[src/rtl/train_ctrl_pkg.sv]
// Shared train controller definitions: state encodings, dwell widths and
// the default per-state dwell table.
package train_ctrl_pkg;

    localparam int unsigned DWELL_STATE_W = 4;
    localparam int unsigned DWELL_T_W     = 19;

    localparam logic [3:0] ST_IDLE        = 4'd0;
    localparam logic [3:0] ST_READY       = 4'd1;
    localparam logic [3:0] ST_ACCEL       = 4'd2;
    localparam logic [3:0] ST_DOORS_OPEN  = 4'd3;
    localparam logic [3:0] ST_DOORS_CLOSE = 4'd4;
    localparam logic [3:0] ST_DEPART      = 4'd5;
    localparam logic [3:0] ST_CRUISE      = 4'd6;
    localparam logic [3:0] ST_BRAKE       = 4'd7;

    localparam int unsigned DWELL_ST3_MS = 1000;
    localparam int unsigned DWELL_ST4_MS = 2000;
    localparam int unsigned DWELL_ST5_MS = 2000;

    function automatic int unsigned dwell_default_ms(input int unsigned st);
        int unsigned r;
        unique case (1'b1)
            st == 32'(ST_DOORS_OPEN):  r = DWELL_ST3_MS;
            st == 32'(ST_DOORS_CLOSE): r = DWELL_ST4_MS;
            st == 32'(ST_DEPART):      r = DWELL_ST5_MS;
            default:                   r = 0;
        endcase
        return r;
    endfunction

endpackage

[src/rtl/ms_tick_gen.sv]
// Millisecond prescaler: one-cycle tick every TICK_DIV enabled cycles.
module ms_tick_gen #(
    parameter int unsigned TICK_DIV = 50000
) (
    input  logic clk,
    input  logic rst,
    input  logic clear,
    input  logic enable,
    output logic tick
);

    localparam int unsigned CW = (TICK_DIV > 1) ? $clog2(TICK_DIV) : 1;
    localparam logic [CW-1:0] LAST = CW'(TICK_DIV - 1);

    logic [CW-1:0] cnt_q, cnt_d;

    assign tick = enable && (cnt_q == LAST);

    always_comb begin
        cnt_d = cnt_q;
        if (clear) begin
            cnt_d = '0;
        end else if (enable) begin
            cnt_d = (cnt_q == LAST) ? '0 : cnt_q + 1'b1;
        end
    end

    always_ff @(posedge clk or posedge rst) begin
        if (rst) begin
            cnt_q <= '0;
        end else begin
            cnt_q <= cnt_d;
        end
    end

endmodule

[src/rtl/state_dwell_timer.sv]
// Per-state dwell timer for the train controller FSM.
// Define DWELL_CFG_EN to make the duration table runtime-writable.
module state_dwell_timer
    import train_ctrl_pkg::*;
#(
    parameter int unsigned STATE_W  = DWELL_STATE_W,
    parameter int unsigned T_W      = DWELL_T_W,
    parameter int unsigned TICK_DIV = 50000
) (
    input  logic               clk,
    input  logic               rst,
    input  logic [STATE_W-1:0] present_state,
    input  logic               hold,
    input  logic               cfg_we,
    input  logic [STATE_W-1:0] cfg_addr,
    input  logic [T_W-1:0]     cfg_data,
    output logic [T_W-1:0]     t,
    output logic [T_W-1:0]     remaining,
    output logic               busy,
    output logic               expired
);

    localparam int unsigned N = 2 ** STATE_W;

    logic [STATE_W-1:0] prev_q;
    logic [T_W-1:0]     t_q, t_d;
    logic [T_W-1:0]     rem_q, rem_d;
    logic               busy_q, busy_d;
    logic               exp_q, exp_d;
    logic [T_W-1:0]     dur;
    logic               entry;
    logic               tick;

`ifdef DWELL_CFG_EN
    logic [T_W-1:0] tab_q [N];

    // Read is combinational off the old contents, so a same-edge write
    // to the entered state only takes effect on the following entry.
    assign dur = tab_q[present_state];

    always_ff @(posedge clk or posedge rst) begin
        if (rst) begin
            for (int i = 0; i < N; i++) begin
                tab_q[i] <= T_W'(dwell_default_ms(i));
            end
        end else if (cfg_we) begin
            tab_q[cfg_addr] <= cfg_data;
        end
    end
`else
    logic cfg_unused;

    assign dur        = T_W'(dwell_default_ms(32'(present_state)));
    assign cfg_unused = ^{cfg_we, cfg_addr, cfg_data};
`endif

    assign entry = (present_state != prev_q);

    ms_tick_gen #(
        .TICK_DIV (TICK_DIV)
    ) u_tick (
        .clk    (clk),
        .rst    (rst),
        .clear  (entry),
        .enable (busy_q && !hold),
        .tick   (tick)
    );

    always_comb begin
        t_d    = t_q;
        rem_d  = rem_q;
        busy_d = busy_q;
        exp_d  = 1'b0;
        if (entry) begin
            t_d    = dur;
            rem_d  = dur;
            busy_d = (dur != '0);
        end else if (tick && (rem_q != '0)) begin
            rem_d = rem_q - 1'b1;
            if (rem_q == T_W'(1)) begin
                busy_d = 1'b0;
                exp_d  = 1'b1;
            end
        end
    end

    always_ff @(posedge clk or posedge rst) begin
        if (rst) begin
            prev_q <= '0;
            t_q    <= '0;
            rem_q  <= '0;
            busy_q <= 1'b0;
            exp_q  <= 1'b0;
        end else begin
            prev_q <= present_state;
            t_q    <= t_d;
            rem_q  <= rem_d;
            busy_q <= busy_d;
            exp_q  <= exp_d;
        end
    end

    assign t         = t_q;
    assign remaining = rem_q;
    assign busy      = busy_q;
    assign expired   = exp_q;

endmodule

[config.mk]
export PLATFORM = sky130hd
export DESIGN_NAME = state_dwell_timer
export DESIGN_NICKNAME = d
export VERILOG_FILES = /design/src/rtl/train_ctrl_pkg.sv /design/src/rtl/ms_tick_gen.sv /design/src/rtl/state_dwell_timer.sv
export SDC_FILE = /design/constraint.sdc
export NUM_CORES = 1
export LEC_CHECK = 0
export CAP_MARGIN = 20
export CORE_MARGIN = 8
export CORE_UTILIZATION = 25
export DETAILED_ROUTE_END_ITERATION = 10
export GPL_TIMING_DRIVEN = 1
export HOLD_SLACK_MARGIN = 0.12
export PLACE_DENSITY_LB_ADDON = 0.12
export SLEW_MARGIN = 20
export SYNTH_ARGS = -nofsm -noshare
export SYNTH_HDL_FRONTEND = slang
export SYNTH_SLANG_ARGS = --single-unit
[constraint.sdc]
create_clock -name clk -period 2.3 [get_ports clk]
set_input_delay 0.23 -clock clk [delete_from_list [all_inputs] [get_ports clk]]
set_output_delay 0.23 -clock clk [all_outputs]
set_load 0.02 [all_outputs]
Word-level counts from Yosys, hierarchy flattened
Cells that the tools add are included.

storage, ports and cells
  input port bits = 31
  output and inout port bits = 40
  bits in read-only memories = 0
  RAM bits = 0
  memories = 0
  flip-flop bits (word level) = 60
  latch bits = 0
  word-level logic and storage cells = 37

operators by class
  reduce and logical (&&, ||, !) cells = 11
  div/mod/pow operators = 0
  magnitude comparators = 0
  multiplexer cells = 12
  multipliers = 0
  shifts and indexed selects = 0
  add/sub/neg operators = 2
  equality and inequality tests = 6
  bitwise operators = 0

operators by type and width
  kind                                                                    number
  16-bit two-way mux                                                      3
  19-bit two-way mux                                                      2
  19-bit nonzero test                                                     2
  11-bit one-hot mux with 2 select lines                                  1
  19-bit by 1-bit equality test with 1-bit output, second input constant  1
  19-bit by 1-bit subtractor with 19-bit output, second input constant    1
  16-bit by 1-bit adder with 16-bit output, second input constant         1
  16-bit equality test, second input constant                             1
  4-bit by 3-bit equality test with 1-bit output, second input constant   2
  1-bit two-way mux                                                       6
  2-bit nonzero test                                                      3
  4-bit by 2-bit equality test with 1-bit output, second input constant   1
  4-bit inequality test                                                   1
  1-bit logical AND                                                       3
  2-bit AND reduction                                                     1
  2-bit OR reduction                                                      1
  1-bit logical NOT                                                       1

Logic depth before layout (Yosys ltp)
  word-level depth = 6
  mapped depth = 7
  depth with buffers taken out = 6

Cells and area by module
Synthesis repeated with hierarchy kept, for this count alone.

unflattened totals
  cells, all modules = 271
  area total of the unflattened synthesis = 2560.0 µm²

modules (own cells, without submodules)
  module             instances  cells each  area an instance (µm²)  sequential area each (µm²)
  state_dwell_timer  1          167         1602.8                  700.7
  ms_tick_gen        1          104         957.2                   400.4

Least setup slack after synthesis
No wires, ideal clock.

  kind = flip-flop to flip-flop
  start point = register rem_q[15] (netlist: remaining[15])
  end point = register rem_q[7] (netlist: remaining[7])
  required time = 2.218 ns
  slack = 0.040 ns
  library setup time = 0.082 ns
  period minus slack after synthesis = 2.260 ns
  stages on the path, launching flop included = 7
  arrival = 2.178 ns
  path buffers = 1
  cells stage by stage = dfrtp_1 -> or4_4 -> or3_4 -> o311ai_4 -> buf_6 -> o31ai_1 -> a31oi_1

on the way
  cells in the longest elaborated chain, start to end = 3

RTL lines
  item                          RTL line                 RTL
  start: declaration            state_dwell_timer.sv:27  logic [T_W-1:0] rem_q, rem_d;
  start signal: assignment      state_dwell_timer.sv:97  rem_q <= rem_d;
  19-bit nonzero test           state_dwell_timer.sv:78  end else if (tick && (rem_q != '0)) begin
  1-bit logical AND             state_dwell_timer.sv:78
  2-bit nonzero test (no line)  n/a

No other way between the ends.
A chain may end at the register's enable or synchronous reset.

Worst setup path after layout
  start point = register rem_q[16] (netlist: remaining[16])
  end point = register rem_q[3] (netlist: remaining[3])

Same word-level chain as after synthesis.

==> metrics.md <==
| Metric | Value |
|---|---|
| Num rows | 36 |
| Final Max Slew Viols | 0 |
| Critical path class | reg -> reg |
| Post-synth ARST share | 1.00 |
| Root Driver | clkbuf_8 |
| Skew final | 0.0158 ns |
| Area Overhead vs Synth | 31.6% |
| Peak Freq | 459 MHz |
| WL per Instance | 14.6 um |
| Worst Setup SP | remaining[16] |
| Placer congestion estimate | 0.745 |
| Hold buffer count at CTS | 0 |
| DRT Pass-1 Iters | 4 |
| Initial antenna violation count | 0 |
| Synth Cell Area | 0.00241 sq mm |
| Vias | 2044 |
| Nets | 346 |
| Footprint of the multi-input gates | 0.00119 sq mm |
| Startpoint Class | flip-flop |
| Synth Register Bits | 44 |
| Clock buffer depth | 2 |
| Initial core utilization | 0.252 |
| Die Area | 0.0131 sq mm |
| GRT Total Usage | 0.106 |
| Share of the synthesized area in the top cell type | 0.456 |
| Worst path max stage delay | 0.56 ns |
| Req. time, crit path | 2.53 ns |
| R2r startpoint | remaining[16] |
| GRT Residual Overflow | 0 |
| Drt total wl | 6520 um |
| Gate Count Post-Synth | 256 |
| Via density | 4.58 |
| Core Area | 0.00959 sq mm |
| Largest cells by area after synthesis | dfrtp_1 46%, buf_4 5.0%, xnor2_1 4.4% |
| Cell accounting for the most synthesized area | dfrtp_1 |
| Critical path, cell by cell | or4_4, or3_4, o311ai_4, buf_12, o31ai_1, a31oi_1 |
| Register area share after synthesis | 0.456 |
| Fin crit share | 0.947 |
| I/O Buffers | 35 |
| First-pass GRT wire length | 11100 um |
| Ys Warns | 0 |
| Ys flop type | dfrtp_1 |
| Final hold viol count | 0 |
| Num CTS Buffers | 5 |
| Netlist cell types | 42 |
| DP Wirelength | 4740 um |
| Min Tclk post-route | 2.18 ns |
| Max VDD drop | 219 uV |
| CP Capture Type | flip-flop |
| Register area | 0.00110 sq mm |
| Die span in x | 114 um |
| Syn_area_per_cell | 9.43 sq um |
| Layout cells sized above 1 | 0.153 |
| Max-cap viol count | 0 |
| Worst skew pair latency | 0.30 ns |
| Largest net degree at the start of global routing | 45 |
| H-tree levels | 2 |
| Post-DP Area | 0.00304 sq mm |
| Crit path max-delay cell type | or4_4 |
| CTS tree | yes |
| Leak | 1.28 nW |
| Status | finished clean |
| # IOs | 71 |
| Diodes inserted | 0 |
| Finish-stage setup viols | 0 |
| CP Max Fanout | 19 |
| Post-synth EDFFs | 0 |
| Post-route DRC violation count | 0 |
| Crit path DAT | 2.41 ns |
| Worst hold slack | 0.282 ns |
| Clk sinks | 44 |
| DRC marker count from the first detailed-route iteration | 64 |
| DRT antenna net count | 0 |
| Design area | 0.00318 sq mm |
| Reg clk slew, reported paths | 0.10 ns |
| Die H | 114 um |
| Fillcell total | 1023 |
| Vias in the first global route | 2122 |
| Worst hold path class | in -> async |
| Pwr/cell area | 530 mW/mm^2 |
-- final timing paths --
check / endpoint / slack (ns) / cells past startpoint
setup / recovery: remaining[3] / 0.12 / 6
hold / removal: u_tick.cnt_q[8] / 0.28 / 3
setup reg to reg: remaining[3] / 0.12 / 6
hold reg to reg: u_tick.cnt_q[15] / 0.51 / 1
max in group asynchronous: remaining[13] / 1.79 / 3
min in group clk: prev_q[0] / 0.44 / 1
-- sequential cells by signal, indices dropped and copies added (netlist names) --
register and flops:
expired 1, t 3, busy 1, prev_q 4, remaining 19, u_tick.cnt_q 16
-- what timing repair did --
item	4_1_cts	5_1_grt
setup buffers	0	1
gates resized for setup	0	3
endpoints found under the setup margin	0	8
-- synthesized netlist by cell type (2+ instances only) --
cell and count:
buf_4 16, or4b_2 2, inv_1 5, nor3_1 4, or2_2 3, a21oi_1 14
nor2_1 25, o41ai_1 4, xnor2_1 12, clkbuf_1 7, nor4b_1 2, o21ai_0 4
nor4_1 5, and4_1 2, ha_1 3, dfrtp_1 44, o21ai_1 3, a31oi_1 8
nand2_1 24, nand3_1 7, nand2b_1 6, xor2_1 4, or3_1 8, and3_1 5
o31ai_1 7, nand3b_1 2, nand4_1 5, or4_1 11
-- kinds of logic (layout without fill, tap and decap cells) --
group	count (synthesis)	in the layout	share of synthesized area
xor gates and xnor gates	16	16	0.0580
DFF	44	44	0.456
other	1	11	0.00155
buffers and inverters	29	76	0.0731
AOI/OAI and AO/OA	46	46	0.129
and+or+nand+nor	117	117	0.267
adders and majority gates	3	3	0.0155
-- stage by stage --
step / power [mW] / setup slack (ns) / setup TNS [ns] / utilization / instances
after floorplan: 0.989 / 0.0403 / 0 / - / 266
after global placement: 1.09 / 0.0216 / 0 / 0.317 / 437
after detailed placement: 1.09 / 0.0738 / 0 / 0.317 / 437
after CTS: 1.71 / 0.0575 / 0 / 0.328 / 445
after global routing: 1.78 / -0.00197 / -0.00197 / 0.331 / 446
final: 1.68 / 0.121 / 0 / 0.331 / 446
-- area by class of cell --
type                            count  area share
Clock inverter                      3      0.0134
Inverter                            5     0.00591
Sequential cell                    44       0.347
Multi-Input combinational cell    193       0.376
Timing Repair Buffer               63       0.184
Clock buffer                        5      0.0217
Tap cell                          133      0.0524
-- cells in the final DEF, fill, tap and decap left out, drive strengths merged, types with 8 or more instances in the layout --
master,instances
or4,12
a21oi,14
dfrtp,44
conb,11
nor2,25
xnor2,12
clkdlybuf4s50,35
buf,28
or3,9
nand2,24
a31oi,8
-- report_power, final --
part	internal [mW]	switching (mW)
registers	0.793	0.0196
logic	0.105	0.154
clock network	0.322	0.289
total	1.22	0.462
-- critical path: cells and delay by family, from the launching register on --
kind / cells / cell delay (ns)
simple gates: 2 / 0.95
compound gates: 3 / 0.55
flops: 1 / 0.42
buf+inv: 1 / 0.19
-- layer usage --
| metal | up-vias | GRT usage | wire length (um) | part of all wire |
|---|---|---|---|---|
| met1 | 985 | 0.131 | 3020 | 0.46 |
| met4 | 0 | 0.0266 | 66 | 0.010 |
| met3 | 5 | 0.0338 | 359 | 0.055 |
| met5 | - | 0 | 0 | 0 |
| li1 | 1017 | - | - | - |
| met2 | 37 | 0.174 | 3070 | 0.47 |
Power figures use the tool's default switching activity.
